[config.mk]
export PLATFORM = sky130hd
export DESIGN_NAME = hint_reveal_sequencer
export DESIGN_NICKNAME = d
export VERILOG_FILES = /design/src/rtl/hint_pkg.sv /design/src/rtl/reveal_interval_timer.sv /design/src/rtl/hint_reveal_sequencer.sv
export SDC_FILE = /design/constraint.sdc
export NUM_CORES = 1
export LEC_CHECK = 0
export ABC_AREA = 1
export CORE_MARGIN = 5
export CORE_UTILIZATION = 60
export DETAILED_ROUTE_END_ITERATION = 12
export MAX_ROUTING_LAYER = met4
export PLACE_DENSITY = 0.89
export SYNTH_ARGS = -nofsm -noshare
export SYNTH_HDL_FRONTEND = slang
export SYNTH_SLANG_ARGS = --single-unit
export TNS_END_PERCENT = 20
[constraint.sdc]
create_clock -name clk -period 8.9 [get_ports clk]
set_input_delay 1.78 -clock clk [delete_from_list [all_inputs] [get_ports clk]]
set_output_delay 1.78 -clock clk [all_outputs]
set_load 0.02 [all_outputs]
[src/rtl/hint_pkg.sv]
// Shared types and constants for the hint reveal sequencer.
package hint_pkg;

  localparam int HINT_MAX_LEVEL = 3;
  localparam int MAX_WORD_LEN   = 8;
  localparam int IDX_W          = 3;
  localparam int LEN_W          = 4;
  localparam int CNT_W          = 6;

  typedef enum logic [1:0] {
    ST_IDLE   = 2'd0,
    ST_WAIT   = 2'd1,
    ST_SEARCH = 2'd2,
    ST_DONE   = 2'd3
  } hint_state_e;

  // (base + inc) mod len for base < len <= 8 and inc <= 3; two folds cover len = 2
  function automatic logic [IDX_W-1:0] wrap_add(input logic [IDX_W-1:0] base,
                                                input logic [1:0]       inc,
                                                input logic [LEN_W-1:0] len);
    logic [LEN_W-1:0] sum;
    sum = {1'b0, base} + {2'b00, inc};
    if (sum >= len) begin
      sum = sum - len;
    end else begin
      sum = sum;
    end
    if (sum >= len) begin
      sum = sum - len;
    end else begin
      sum = sum;
    end
    return sum[IDX_W-1:0];
  endfunction

endpackage

[src/rtl/reveal_interval_timer.sv]
// Counts seconds ticks and flags the tick that completes one reveal interval.
module reveal_interval_timer
  import hint_pkg::*;
#(
  parameter int REVEAL_INTERVAL = 10
) (
  input  logic clk,
  input  logic rst,
  input  logic clear,
  input  logic tick,
  output logic expire
);

  localparam logic [CNT_W-1:0] LAST_COUNT = CNT_W'(REVEAL_INTERVAL - 1);

  logic [CNT_W-1:0] count_r;

  assign expire = tick && !clear && (count_r == LAST_COUNT);

  // Tick counter; wraps to zero on the expiring tick
  always_ff @(posedge clk or negedge rst) begin
    if (!rst) begin
      count_r <= {CNT_W{1'b0}};
    end else if (clear) begin
      count_r <= {CNT_W{1'b0}};
    end else if (tick) begin
      count_r <= expire ? {CNT_W{1'b0}} : count_r + CNT_W'(1);
    end else begin
      count_r <= count_r;
    end
  end

endmodule

[src/rtl/hint_reveal_sequencer.sv]
// Reveals letters of the secret word at a fixed tick interval, never the whole word.
module hint_reveal_sequencer
  import hint_pkg::*;
#(
  parameter int REVEAL_INTERVAL = 10,
  parameter int MAX_WORD_LEN    = hint_pkg::MAX_WORD_LEN
) (
  input  logic                    clk,
  input  logic                    rst,
  input  logic                    round_start,
  input  logic                    round_end,
  input  logic [2:0]              hint_level,
  input  logic [3:0]              word_len,
  input  logic                    tick_1hz,
  output logic [MAX_WORD_LEN-1:0] reveal_mask,
  output logic                    reveal_pulse,
  output logic [IDX_W-1:0]        reveal_idx,
  output logic                    done
);

  hint_state_e             state_r, state_s;
  logic [MAX_WORD_LEN-1:0] mask_r, mask_s;
  logic [IDX_W-1:0]        ptr_r, ptr_s;
  logic [IDX_W-1:0]        count_r, count_s;
  logic [IDX_W-1:0]        target_r, target_s;
  logic [LEN_W-1:0]        len_r, len_s;
  logic [IDX_W-1:0]        idx_r, idx_s;
  logic                    pulse_r, pulse_s;
  logic                    done_r, done_s;
  logic [1:0]              lvl_s;
  logic                    expire_s;

  reveal_interval_timer #(
    .REVEAL_INTERVAL(REVEAL_INTERVAL)
  ) u_timer (
    .clk   (clk),
    .rst   (rst),
    .clear (round_start || round_end),
    .tick  (tick_1hz && (state_r == ST_WAIT)),
    .expire(expire_s)
  );

  // Next-state, mask and counter logic
  always_comb begin
    state_s  = state_r;
    mask_s   = mask_r;
    ptr_s    = ptr_r;
    count_s  = count_r;
    target_s = target_r;
    len_s    = len_r;
    idx_s    = idx_r;
    pulse_s  = 1'b0;
    done_s   = done_r;
    lvl_s    = (hint_level > 3'(HINT_MAX_LEVEL)) ? 2'(HINT_MAX_LEVEL) : hint_level[1:0];
    if (round_start) begin
      if (word_len == 4'd0) begin
        len_s = 4'd1;
      end else if (word_len > LEN_W'(MAX_WORD_LEN)) begin
        len_s = LEN_W'(MAX_WORD_LEN);
      end else begin
        len_s = word_len;
      end
      target_s = ({2'b00, lvl_s} < (len_s - 4'd1)) ? {1'b0, lvl_s} : IDX_W'(len_s - 4'd1);
      mask_s   = {MAX_WORD_LEN{1'b0}};
      count_s  = {IDX_W{1'b0}};
      ptr_s    = {IDX_W{1'b0}};
      done_s   = (target_s == {IDX_W{1'b0}});
      state_s  = done_s ? ST_DONE : ST_WAIT;
    end else if (round_end) begin
      state_s = ST_IDLE;
      mask_s  = {MAX_WORD_LEN{1'b0}};
      count_s = {IDX_W{1'b0}};
      ptr_s   = {IDX_W{1'b0}};
      done_s  = 1'b0;
    end else begin
      case (state_r)
        ST_WAIT: begin
          if (expire_s) begin
            state_s = ST_SEARCH;
            ptr_s   = (count_r == {IDX_W{1'b0}}) ? IDX_W'(1) : wrap_add(idx_r, 2'd3, len_r);
          end else begin
            state_s = ST_WAIT;
          end
        end
        ST_SEARCH: begin
          if (mask_r[ptr_r]) begin
            ptr_s = wrap_add(ptr_r, 2'd1, len_r);
          end else begin
            mask_s[ptr_r] = 1'b1;
            pulse_s       = 1'b1;
            idx_s         = ptr_r;
            count_s       = count_r + IDX_W'(1);
            done_s        = (count_s == target_r);
            state_s       = done_s ? ST_DONE : ST_WAIT;
          end
        end
        ST_IDLE: state_s = ST_IDLE;
        ST_DONE: state_s = ST_DONE;
        default: state_s = ST_IDLE;
      endcase
    end
  end

  // State and output registers
  always_ff @(posedge clk or negedge rst) begin
    if (!rst) begin
      state_r  <= ST_IDLE;
      mask_r   <= {MAX_WORD_LEN{1'b0}};
      ptr_r    <= {IDX_W{1'b0}};
      count_r  <= {IDX_W{1'b0}};
      target_r <= {IDX_W{1'b0}};
      len_r    <= LEN_W'(1);
      idx_r    <= {IDX_W{1'b0}};
      pulse_r  <= 1'b0;
      done_r   <= 1'b0;
    end else begin
      state_r  <= state_s;
      mask_r   <= mask_s;
      ptr_r    <= ptr_s;
      count_r  <= count_s;
      target_r <= target_s;
      len_r    <= len_s;
      idx_r    <= idx_s;
      pulse_r  <= pulse_s;
      done_r   <= done_s;
    end
  end

  assign reveal_mask  = mask_r;
  assign reveal_pulse = pulse_r;
  assign reveal_idx   = idx_r;
  assign done         = done_r;

endmodule

## Yosys cells after proc, flatten, opt, wreduce, memory -nomap -nowiden

Cells that the tools add are included.

| word-level totals | value |
|---|---|
| register bits after elaboration | 34 |
| latch bits | 0 |
| memory bits (writable) | 0 |
| ROM bits | 0 |
| output and inout bits | 13 |
| logic and storage cells | 110 |
| memories kept | 0 |

| operators by class | value |
|---|---|
| $add $sub $neg | 9 |
| $mul | 0 |
| divide/modulo/power cells | 0 |
| $lt $le $gt $ge | 9 |
| equality and inequality tests | 9 |
| shifts and indexed selects | 0 |
| mux-type cells | 53 |
| bitwise logic cells | 4 |
| reduce and logical (&&, ||, !) cells | 16 |

Operator list:

| kind | count |
|---|---|
| 4-bit two-way mux | 13 |
| 3-bit two-way mux | 12 |
| 8-bit two-way mux | 4 |
| 6-bit two-way mux | 3 |
| 4-bit greater-or-equal comparator | 4 |
| 2-bit two-way mux | 7 |
| 1-bit two-way mux | 10 |
| 4-bit != test, second input constant | 2 |
| 8-bit OR | 1 |
| 2-bit case mux with 4 select lines | 1 |
| 4-bit subtractor | 2 |
| 6-bit by 1-bit adder with 6-bit output, second input constant | 1 |
| 6-bit by 4-bit == test with 1-bit output, second input constant | 1 |
| 3-bit logical NOT | 2 |
| 3-bit case mux with 2 select lines | 1 |
| 3-bit subtractor | 2 |
| 3-bit by 1-bit adder with 4-bit output, second input constant | 1 |
| 3-bit by 2-bit adder with 4-bit output, second input constant | 1 |
| 2-bit == test, second input constant | 2 |
| 4-bit greater-than comparator, second input constant | 1 |
| 1-bit logical AND | 4 |
| 4-bit logical NOT | 1 |
| 2-bit by 4-bit < comparator with 1-bit output | 1 |
| 3-bit by 4-bit < comparator with 1-bit output, second input constant | 1 |
| 20 further kinds | 22 |

## Longest topological paths before layout

Gate-level depths: netlist (run 1).

| logic depth | value |
|---|---|
| depth after elaboration | 15 |
| mapped depth | 21 |
| mapped depth without buffers | 21 |

## Hierarchy

Synthesis (run 1) repeated with hierarchy kept, for this count alone.

| second synthesis, totals | value |
|---|---|
| cell total of the unflattened synthesis | 367 |
| area, all modules | 2688.8 um^2 |

By module, submodules not included:

| module | instances | cells an instance | area each (um^2) | sequential area each (um^2) |
|---|---|---|---|---|
| hint_reveal_sequencer | 1 | 318 | 2318.5 | 701.9 |
| reveal_interval_timer | 1 | 49 | 370.4 | 150.1 |

## Worst setup path after synthesis (run 1)

No wires, ideal clock.

| path | value |
|---|---|
| path kind | input port to flip-flop |
| start point | in word_len[2] |
| end point | reg state_r[1] |
| library setup time | 0.117 ns |
| arrival | 3.141 ns |
| data required time | 8.783 ns |
| setup slack | 5.642 ns |
| stages | 14 |
| path buffers | 0 |
| cell sequence | nor2_1 nand2_1 nand2_1 inv_1 ha_1 ha_1 nand2_1 nand2_1 nand2_1 nand2_1 nand3_1 nor2_1 nor2_1 nor2_1 |

| on the way | value |
|---|---|
| cells in the longest elaborated chain, start to end | 10 |
| elaborated cells between the ends (all ways) | 11 |

Ends and longest elaborated chain:

| element | line | source |
|---|---|---|
| from (decl) | hint_reveal_sequencer.sv:13 | `input logic [3:0] word_len,` |
| 4-bit greater-than comparator | hint_reveal_sequencer.sv:58 | `end else if (word_len > LEN_W'(MAX_WORD_LEN)) begin` |
| 4-bit two-way mux | hint_reveal_sequencer.sv:58 |  |
| 4-bit two-way mux * | hint_reveal_sequencer.sv:56 | `if (word_len == 4'd0) begin` |
| 4-bit two-way mux * | hint_reveal_sequencer.sv:55 | `if (round_start) begin` |
| 4-bit by 1-bit subtractor with 4-bit output * | hint_reveal_sequencer.sv:63 | `target_s = ({2'b00, lvl_s} < (len_s - 4'd1)) ? {1'b0, lvl_s} : IDX_W'(len_s - 4'd1);` |
| 2-bit by 4-bit < comparator with 1-bit output | hint_reveal_sequencer.sv:63 |  |
| 3-bit two-way mux * | hint_reveal_sequencer.sv:63 |  |
| 3-bit logical NOT * | hint_reveal_sequencer.sv:67 | `done_s = (target_s == {IDX_W{1'b0}});` |
| 2-bit two-way mux * | hint_reveal_sequencer.sv:68 | `state_s = done_s ? ST_DONE : ST_WAIT;` |
| 2-bit two-way mux * | hint_reveal_sequencer.sv:55 |  |
| to (signal assigned) | hint_reveal_sequencer.sv:117 | `state_r <= state_s;` |
| to (decl) | hint_reveal_sequencer.sv:21 | `hint_state_e state_r, state_s;` |

Mark *: on every way between the ends. The rest lies on a longest branch, timed or not. The select of a mux whose other input is x is not followed.
A chain may end at the register's enable or synchronous reset.

## Worst setup path in the final report (run 1)

| path | value |
|---|---|
| start point | reg ptr_r[0] |
| end point | reg ptr_r[1] |

| on the way | value |
|---|---|
| cells in the longest elaborated chain, start to end | 13 |
| elaborated cells between the ends (all ways) | 19 |

Ends and longest elaborated chain:

| element | line | source |
|---|---|---|
| from (decl) | hint_reveal_sequencer.sv:23 | `logic [IDX_W-1:0] ptr_r, ptr_s;` |
| from (signal assigned) | hint_reveal_sequencer.sv:109 | `ptr_r <= {IDX_W{1'b0}};` |
| from (signal assigned) | hint_reveal_sequencer.sv:119 | `ptr_r <= ptr_s;` |
| 3-bit by 1-bit adder with 4-bit output | hint_pkg.sv:22 | `sum = {1'b0, base} + {2'b00, inc};` |
| 4-bit subtractor or 4-bit greater-or-equal comparator (tied branches) | hint_pkg.sv:24, hint_pkg.sv:23 |  |
| 4-bit two-way mux | hint_pkg.sv:23 | `if (sum >= len) begin` |
| 4-bit two-way mux | hint_reveal_sequencer.sv:86 | `if (mask_r[ptr_r]) begin` |
| 4-bit two-way mux | hint_reveal_sequencer.sv:76 | `case (state_r)` |
| 4-bit two-way mux | hint_reveal_sequencer.sv:69 | `end else if (round_end) begin` |
| 4-bit two-way mux | hint_reveal_sequencer.sv:55 |  |
| 4-bit greater-or-equal comparator or 3-bit subtractor (tied branches) | hint_pkg.sv:28, hint_pkg.sv:29 |  |
| 3-bit two-way mux | hint_pkg.sv:28 | `if (sum >= len) begin` |
| 3-bit two-way mux | hint_reveal_sequencer.sv:86 |  |
| 3-bit case mux with 2 select lines | hint_reveal_sequencer.sv:76 |  |
| 3-bit two-way mux | hint_reveal_sequencer.sv:69 |  |
| 3-bit two-way mux | hint_reveal_sequencer.sv:55 |  |

Parallel ways exist; a longest one is shown, timed or not. The select of a mux whose other input is x is not followed.

==> results of run 1 <==
worst register-to-register path: stages, from the launching register on:
cell	delay [ns]
dfrtp_1	0.64
inv_1	0.26
nor3_1	0.41
ha_1	0.37
a21oi_1	0.16
o21a_1	0.20
nand2_1	0.15
nand2_1	0.11
and2_1	0.14
ha_1	0.16
fa_1	0.20
inv_1	0.05
a21oi_1	0.11
nand2_1	0.07
a21oi_1	0.25
inv_1	0.13
o21ai_0	0.19
nand3_1	0.10
nand2_1	0.07
metal layers:
metal  vias up  wire (um)
li1       1235          -
met1      1078       2440
met2        52       2770
met3         8        261
met4         0         62
met5         -          0
worst paths after layout:
check	start	cells after the start	to	slack [ns]
worst max-delay path	ptr_r[0]$_DFFE_PN0P_	18	ptr_r[1]$_DFFE_PN0P_	5.08
worst min-delay path	len_r[2]$_DFFE_PN0P_	2	len_r[2]$_DFFE_PN0P_	0.50
worst max register to register	ptr_r[0]$_DFFE_PN0P_	18	ptr_r[1]$_DFFE_PN0P_	5.08
worst min register to register	len_r[2]$_DFFE_PN0P_	2	len_r[2]$_DFFE_PN0P_	0.50
max in group asynchronous	rst	2	len_r[0]$_DFFE_PN1P_	6.67
min in group asynchronous	rst	2	reveal_idx[0]$_DFFE_PN0P_	1.91
cell type report:
| class | instances | share of cell area, % |
|---|---|---|
| multi-input combinational | 265 | 52.6 |
| sequential | 34 | 27.1 |
| timing repair buffer | 25 | 7.89 |
| inverter | 57 | 6.89 |
| clock buffer | 5 | 2.19 |
| tap | 52 | 2.07 |
| clock inverter | 3 | 1.27 |
registers in the layout, summed over array words and instances, names as in the netlist:
name	flops
u_timer.count_r	6
reveal_idx	3
state_r	2
target_r	3
len_r	4
reveal_mask	8
done	1
ptr_r	3
reveal_pulse	1
count_r	3
kinds of logic (layout without fill, tap and decap cells):
logic type	count (synthesis)	count (layout)	share of synthesized area [%]
and+or+nand+nor	166	166	27.3
AOI/OAI and AO/OA	54	54	12.6
adders and majority gates	32	32	15.6
buffers and inverters	61	90	9.25
xor gates and xnor gates	13	13	4.40
DFF	34	34	30.9
synth_stat cells, drive strengths merged:
cell type | n | area (um^2)
ha | 28 | 350
xor2 | 6 | 60.1
nand2 | 90 | 360
dfstp | 1 | 26.3
nand3 | 36 | 193
o21bai | 1 | 7.51
o21a | 5 | 37.5
and2 | 2 | 12.5
a21oi | 20 | 100
o21ai | 18 | 101
buf | 4 | 38.8
inv | 57 | 216
fa | 4 | 80.1
xnor2 | 7 | 61.3
nand4 | 8 | 50.1
nand3b | 1 | 7.51
nor3 | 2 | 10.0
dfrtp | 33 | 826
nor2 | 27 | 120
o22ai | 10 | 100
power breakdown:
group | switching (mW) | internal (mW)
clock | 0.0548 | 0.0823
combinational | 0.0774 | 0.0514
sequential | 0.00746 | 0.160
total | 0.140 | 0.294
==> flow_summary.json, run 1 <==
{
  "via_per_inst": 5.38,
  "hold_buffers": 0,
  "ff_latch_area_um2": 852,
  "num_antenna_cells": 0,
  "antenna_found_initial": 0,
  "crit_path_end_kind": "register",
  "cap_violations": 0,
  "cp_slowest_cell": "dfrtp_1",
  "crit_required_ns": 9.13,
  "setup_tns_ns": 0,
  "die_area_um2": 6050,
  "powerDensity_nw_per_um2": 138,
  "finalNetCount": 432,
  "grt-ovfl-total": 0,
  "detail_route.wl_per_cell_um": 12.5,
  "slowest_delay_ns": 0.64,
  "crit_type": "register to register",
  "drc": 0,
  "num_rows": 24,
  "core_area_um2": 4410,
  "grt_pass1_vias": 2374,
  "num_vias": 2373,
  "grt_util_all_layers_pct": 20.7,
  "hpwl_mm": 4.39,
  "hold_class": "register to register",
  "setup_violations": 0,
  "postRouteAntennaNets": 0,
  "grtUsageMet3_pct": 3.59,
  "cts_setup_buffers": 0,
  "dp_cells": 433,
  "ir_drop_uv": 117,
  "fin_hold_ws_ns": 0.496,
  "arrival_ns": 4.04,
  "fillers": 353,
  "drt_iter0_drc": 110,
  "period_needed_ns": 3.82,
  "finish.cell_count_without_fillers": 441,
  "multi_input_area_um2": 1650,
  "path_max_fanout": 15,
  "htree_levels": 2,
  "routabilityCongestion": 0.864,
  "worst_pin_slew_ns": 0.472,
  "clk_path_buf_depth": 2,
  "numPortBuffers": 24,
  "final_common_cell": "nand2_1",
  "hold_viol_final": 0,
  "cts_buffers": 5,
  "p_total_mw": 0.434,
  "yosys.cell_types.count": 34,
  "syn_avg_cell_area_um2": 7.66,
  "finalWorstSetupSlack_ns": 5.08,
  "cpMostUsedCell": "nand2_1",
  "num_io_pins": 25,
  "p_leak_nw": 1.54,
  "rsz0062_at_grt": "false",
  "final_util_pct": 71.2,
  "fp.dieH_um": 77.8,
  "syn_to_final_growth_pct": 13.9,
  "post_cts_resized": 0,
  "cts_sinks": 34,
  "ys_seq_area_share_pct": 30.9,
  "busiest_layer": "met2",
  "slew_viol_final": 0,
  "status": "finished, final reports clean",
  "drt-total-wl_mm": 5.53,
  "root_buffer": "clkbuf_8",
  "first_pass_iters": 4,
  "timing.fmax_mhz": 262,
  "slew_headroom_pct": 68.5,
  "die_w_um": 77.8,
  "postPlaceCellArea_um2": 3030,
  "drive_gt1_share_pct": 8.48,
  "clk_pin_slew_ns": 0.07,
  "ys_warn_count": 0,
  "gr-usage-met2_pct": 35.2,
  "crit_chain": "inv_1 -> nor3_1 -> ha_1 -> a21oi_1 -> o21a_1 -> nand2_1 -> nand2_1 -> and2_1 -> ha_1 -> fa_1 -> inv_1 -> a21oi_1 -> nand2_1 -> a21oi_1 -> inv_1 -> o21ai_0 -> nand3_1 -> nand2_1",
  "initial_core_util_pct": 62.5,
  "timing.critical_path.max_delay_family": "simple AND/OR/NAND/NOR gates",
  "cts_tree": "yes",
  "fin_crit_sh_pct": 42.9,
  "cp-start-kind": "register",
  "final_cell_mix": "85 x nand2_1, 52 x inv_1, 35 x nand3_1",
  "grt_pass1_wl_mm": 10.2,
  "finish.instance_area_um2": 3140,
  "skew_ns": 0.00583,
  "syn_nets": 404,
  "grt_max_degree": 35,
  "syn-cell-area_um2": 2760,
  "synth_cells": 360,
  "path_buf_inv": 3,
  "met1_usage_pct": 25.2,
  "dp_slack_ns": 4.98,
  "clock_latency_ns": 0.28,
  "ys_seq_elements": 34
}
No activity file was read; power rests on OpenSTA's default activity.
==> run 2, diff against run 1 <==
CORE_UTILIZATION = 58   (was 60)
PLACE_DENSITY = 0.86   (was 0.89)
clock period = 3.6 ns   (was 8.9 ns; I/O delays follow)
==> flow_summary.json, run 2 (synthesized netlist as in run 1, its figures left out) <==
{
  "largest_reg_flops": 8,
  "arrival_ns": 3.48,
  "grt_pass1_vias": 2405,
  "worst_pin_slew_ns": 0.437,
  "grt_pass1_wl_mm": 10.1,
  "p_leak_nw": 1.56,
  "skew_ns": 0.00586,
  "grt_util_all_layers_pct": 20.8,
  "numPortBuffers": 24,
  "ir_drop_uv": 204,
  "path_max_fanout": 8,
  "die_area_um2": 6240,
  "core_area_um2": 4660,
  "clk_pin_slew_ns": 0.07,
  "hold_buffers": 0,
  "slew_headroom_pct": 70.7,
  "syn_to_final_growth_pct": 15.5,
  "rsz0062_at_grt": "false",
  "hold_viol_final": 0,
  "root_buffer": "clkbuf_8",
  "final_common_cell": "nand2_1",
  "num_io_pins": 25,
  "status": "finished, final reports clean",
  "postRouteAntennaNets": 0,
  "num_vias": 2399,
  "detail_route.wl_per_cell_um": 13.0,
  "crit_required_ns": 3.78,
  "grt-ovfl-total": 0,
  "fp.dieH_um": 79.0,
  "routabilityCongestion": 0.885,
  "period_needed_ns": 3.30,
  "drt_iter0_drc": 183,
  "die_w_um": 79.0,
  "htree_levels": 2,
  "powerDensity_nw_per_um2": 344,
  "antenna_found_initial": 0,
  "slew_viol_final": 0,
  "hpwl_mm": 4.40,
  "clock_latency_ns": 0.29,
  "hold_class": "register to register",
  "initial_core_util_pct": 59.2,
  "finish.cell_count_without_fillers": 445,
  "cap_violations": 0,
  "cp-start-kind": "register",
  "setup_violations": 0,
  "drc": 0,
  "fin_crit_sh_pct": 91.6,
  "finalNetCount": 435,
  "crit_type": "register to register",
  "crit_path_end_kind": "register",
  "num_antenna_cells": 0,
  "setup_tns_ns": 0,
  "via_per_inst": 5.39,
  "final_cell_mix": "84 x nand2_1, 52 x inv_1, 35 x nand3_1",
  "first_pass_iters": 4,
  "timing.fmax_mhz": 303,
  "clk_path_buf_depth": 2,
  "drt-total-wl_mm": 5.78,
  "drive_gt1_share_pct": 10.2,
  "cts_tree": "yes",
  "cts_buffers": 5,
  "num_rows": 25,
  "dp_cells": 438,
  "cts_sinks": 34,
  "grt_max_degree": 35
}
-- run 2: cell types whose count changed in the layout (fill, tap and decap cells not counted), moves of 2 or more --
cell | previous run | this run
dfrtp_1 | 33 | 31
dfrtp_2 | 0 | 2
clkinv_2 | 2 | 0
buf_4 | 1 | 4
-- run 2: worst max-delay path: stages (launching register included) --
cell	delay [ns]
dfrtp_2	0.46
ha_1	0.23
xnor2_2	0.18
inv_1	0.07
ha_2	0.37
nand2_1	0.06
o21a_1	0.22
nand2_2	0.11
nand2_1	0.07
and2_1	0.14
ha_1	0.19
fa_1	0.41
inv_1	0.07
a21oi_1	0.05
nand2_1	0.05
a21oi_1	0.10
inv_1	0.10
nand2_1	0.06
nand2_1	0.06
nand2_1	0.05
nand3_1	0.08
nand2_1	0.05
-- run 2: repair_timing --
item                       4_1_cts  5_1_grt
setup buffers                    0        0
resized for setup                0        5
setup endpoints to repair        0        3
-- run 2: power by group --
part | switching, mW | leakage (nW) | internal [mW] | total [mW]
registers | 0.0160 | 0.453 | 0.397 | 0.413
clock network | 0.138 | 0.0573 | 0.221 | 0.360
logic | 0.195 | 1.04 | 0.129 | 0.324
-- run 2: cell type report --
class / count / area, um^2
fill: 367 / 1480
multi-input combinational: 265 / 1660
inverter: 57 / 216
tap: 54 / 67.6
clock buffer: 6 / 82.6
timing repair buffer: 28 / 270
sequential: 34 / 855
clock inverter: 1 / 30.0
-- run 2: final timing paths --
| check | start | endpoint | slack [ns] | cells past startpoint |
|---|---|---|---|---|
| setup / recovery | ptr_r[1]$_DFFE_PN0P_ | ptr_r[0]$_DFFE_PN0P_ | 0.30 | 21 |
| hold / removal | target_r[2]$_DFFE_PN0P_ | target_r[2]$_DFFE_PN0P_ | 0.52 | 2 |
| setup reg to reg | ptr_r[1]$_DFFE_PN0P_ | ptr_r[0]$_DFFE_PN0P_ | 0.30 | 21 |
| hold reg to reg | target_r[2]$_DFFE_PN0P_ | target_r[2]$_DFFE_PN0P_ | 0.52 | 2 |
| max in group asynchronous | rst | len_r[0]$_DFFE_PN1P_ | 2.42 | 2 |
| min in group asynchronous | rst | reveal_idx[1]$_DFFE_PN0P_ | 0.83 | 2 |
-- run 2: layer usage --
layer	up-vias	global-route usage, %	wire length, um
met5	-	-	0
met4	0	8.08	116
met3	12	3.29	272
met2	56	36.0	2930
met1	1097	24.3	2460
li1	1234	-	-
-- run 2: stage by stage --
| stage | hold slack [ns] | total power, mW | cell area, um^2 | utilization, % | setup slack, ns |
|---|---|---|---|---|---|
| 2_1_floorplan | 0.424 | 0.658 | 2760 | - | 0.565 |
| 3_3_place_gp | 0.470 | 0.726 | 3060 | 65.6 | 0.436 |
| 3_5_place_dp | 0.500 | 0.738 | 3060 | 65.6 | 0.271 |
| 4_1_cts | 0.516 | 1.10 | 3170 | 68.0 | 0.192 |
| 5_1_grt | 0.525 | 1.17 | 3190 | 68.3 | 0.00837 |
| 6_report | 0.515 | 1.10 | 3190 | 68.3 | 0.301 |
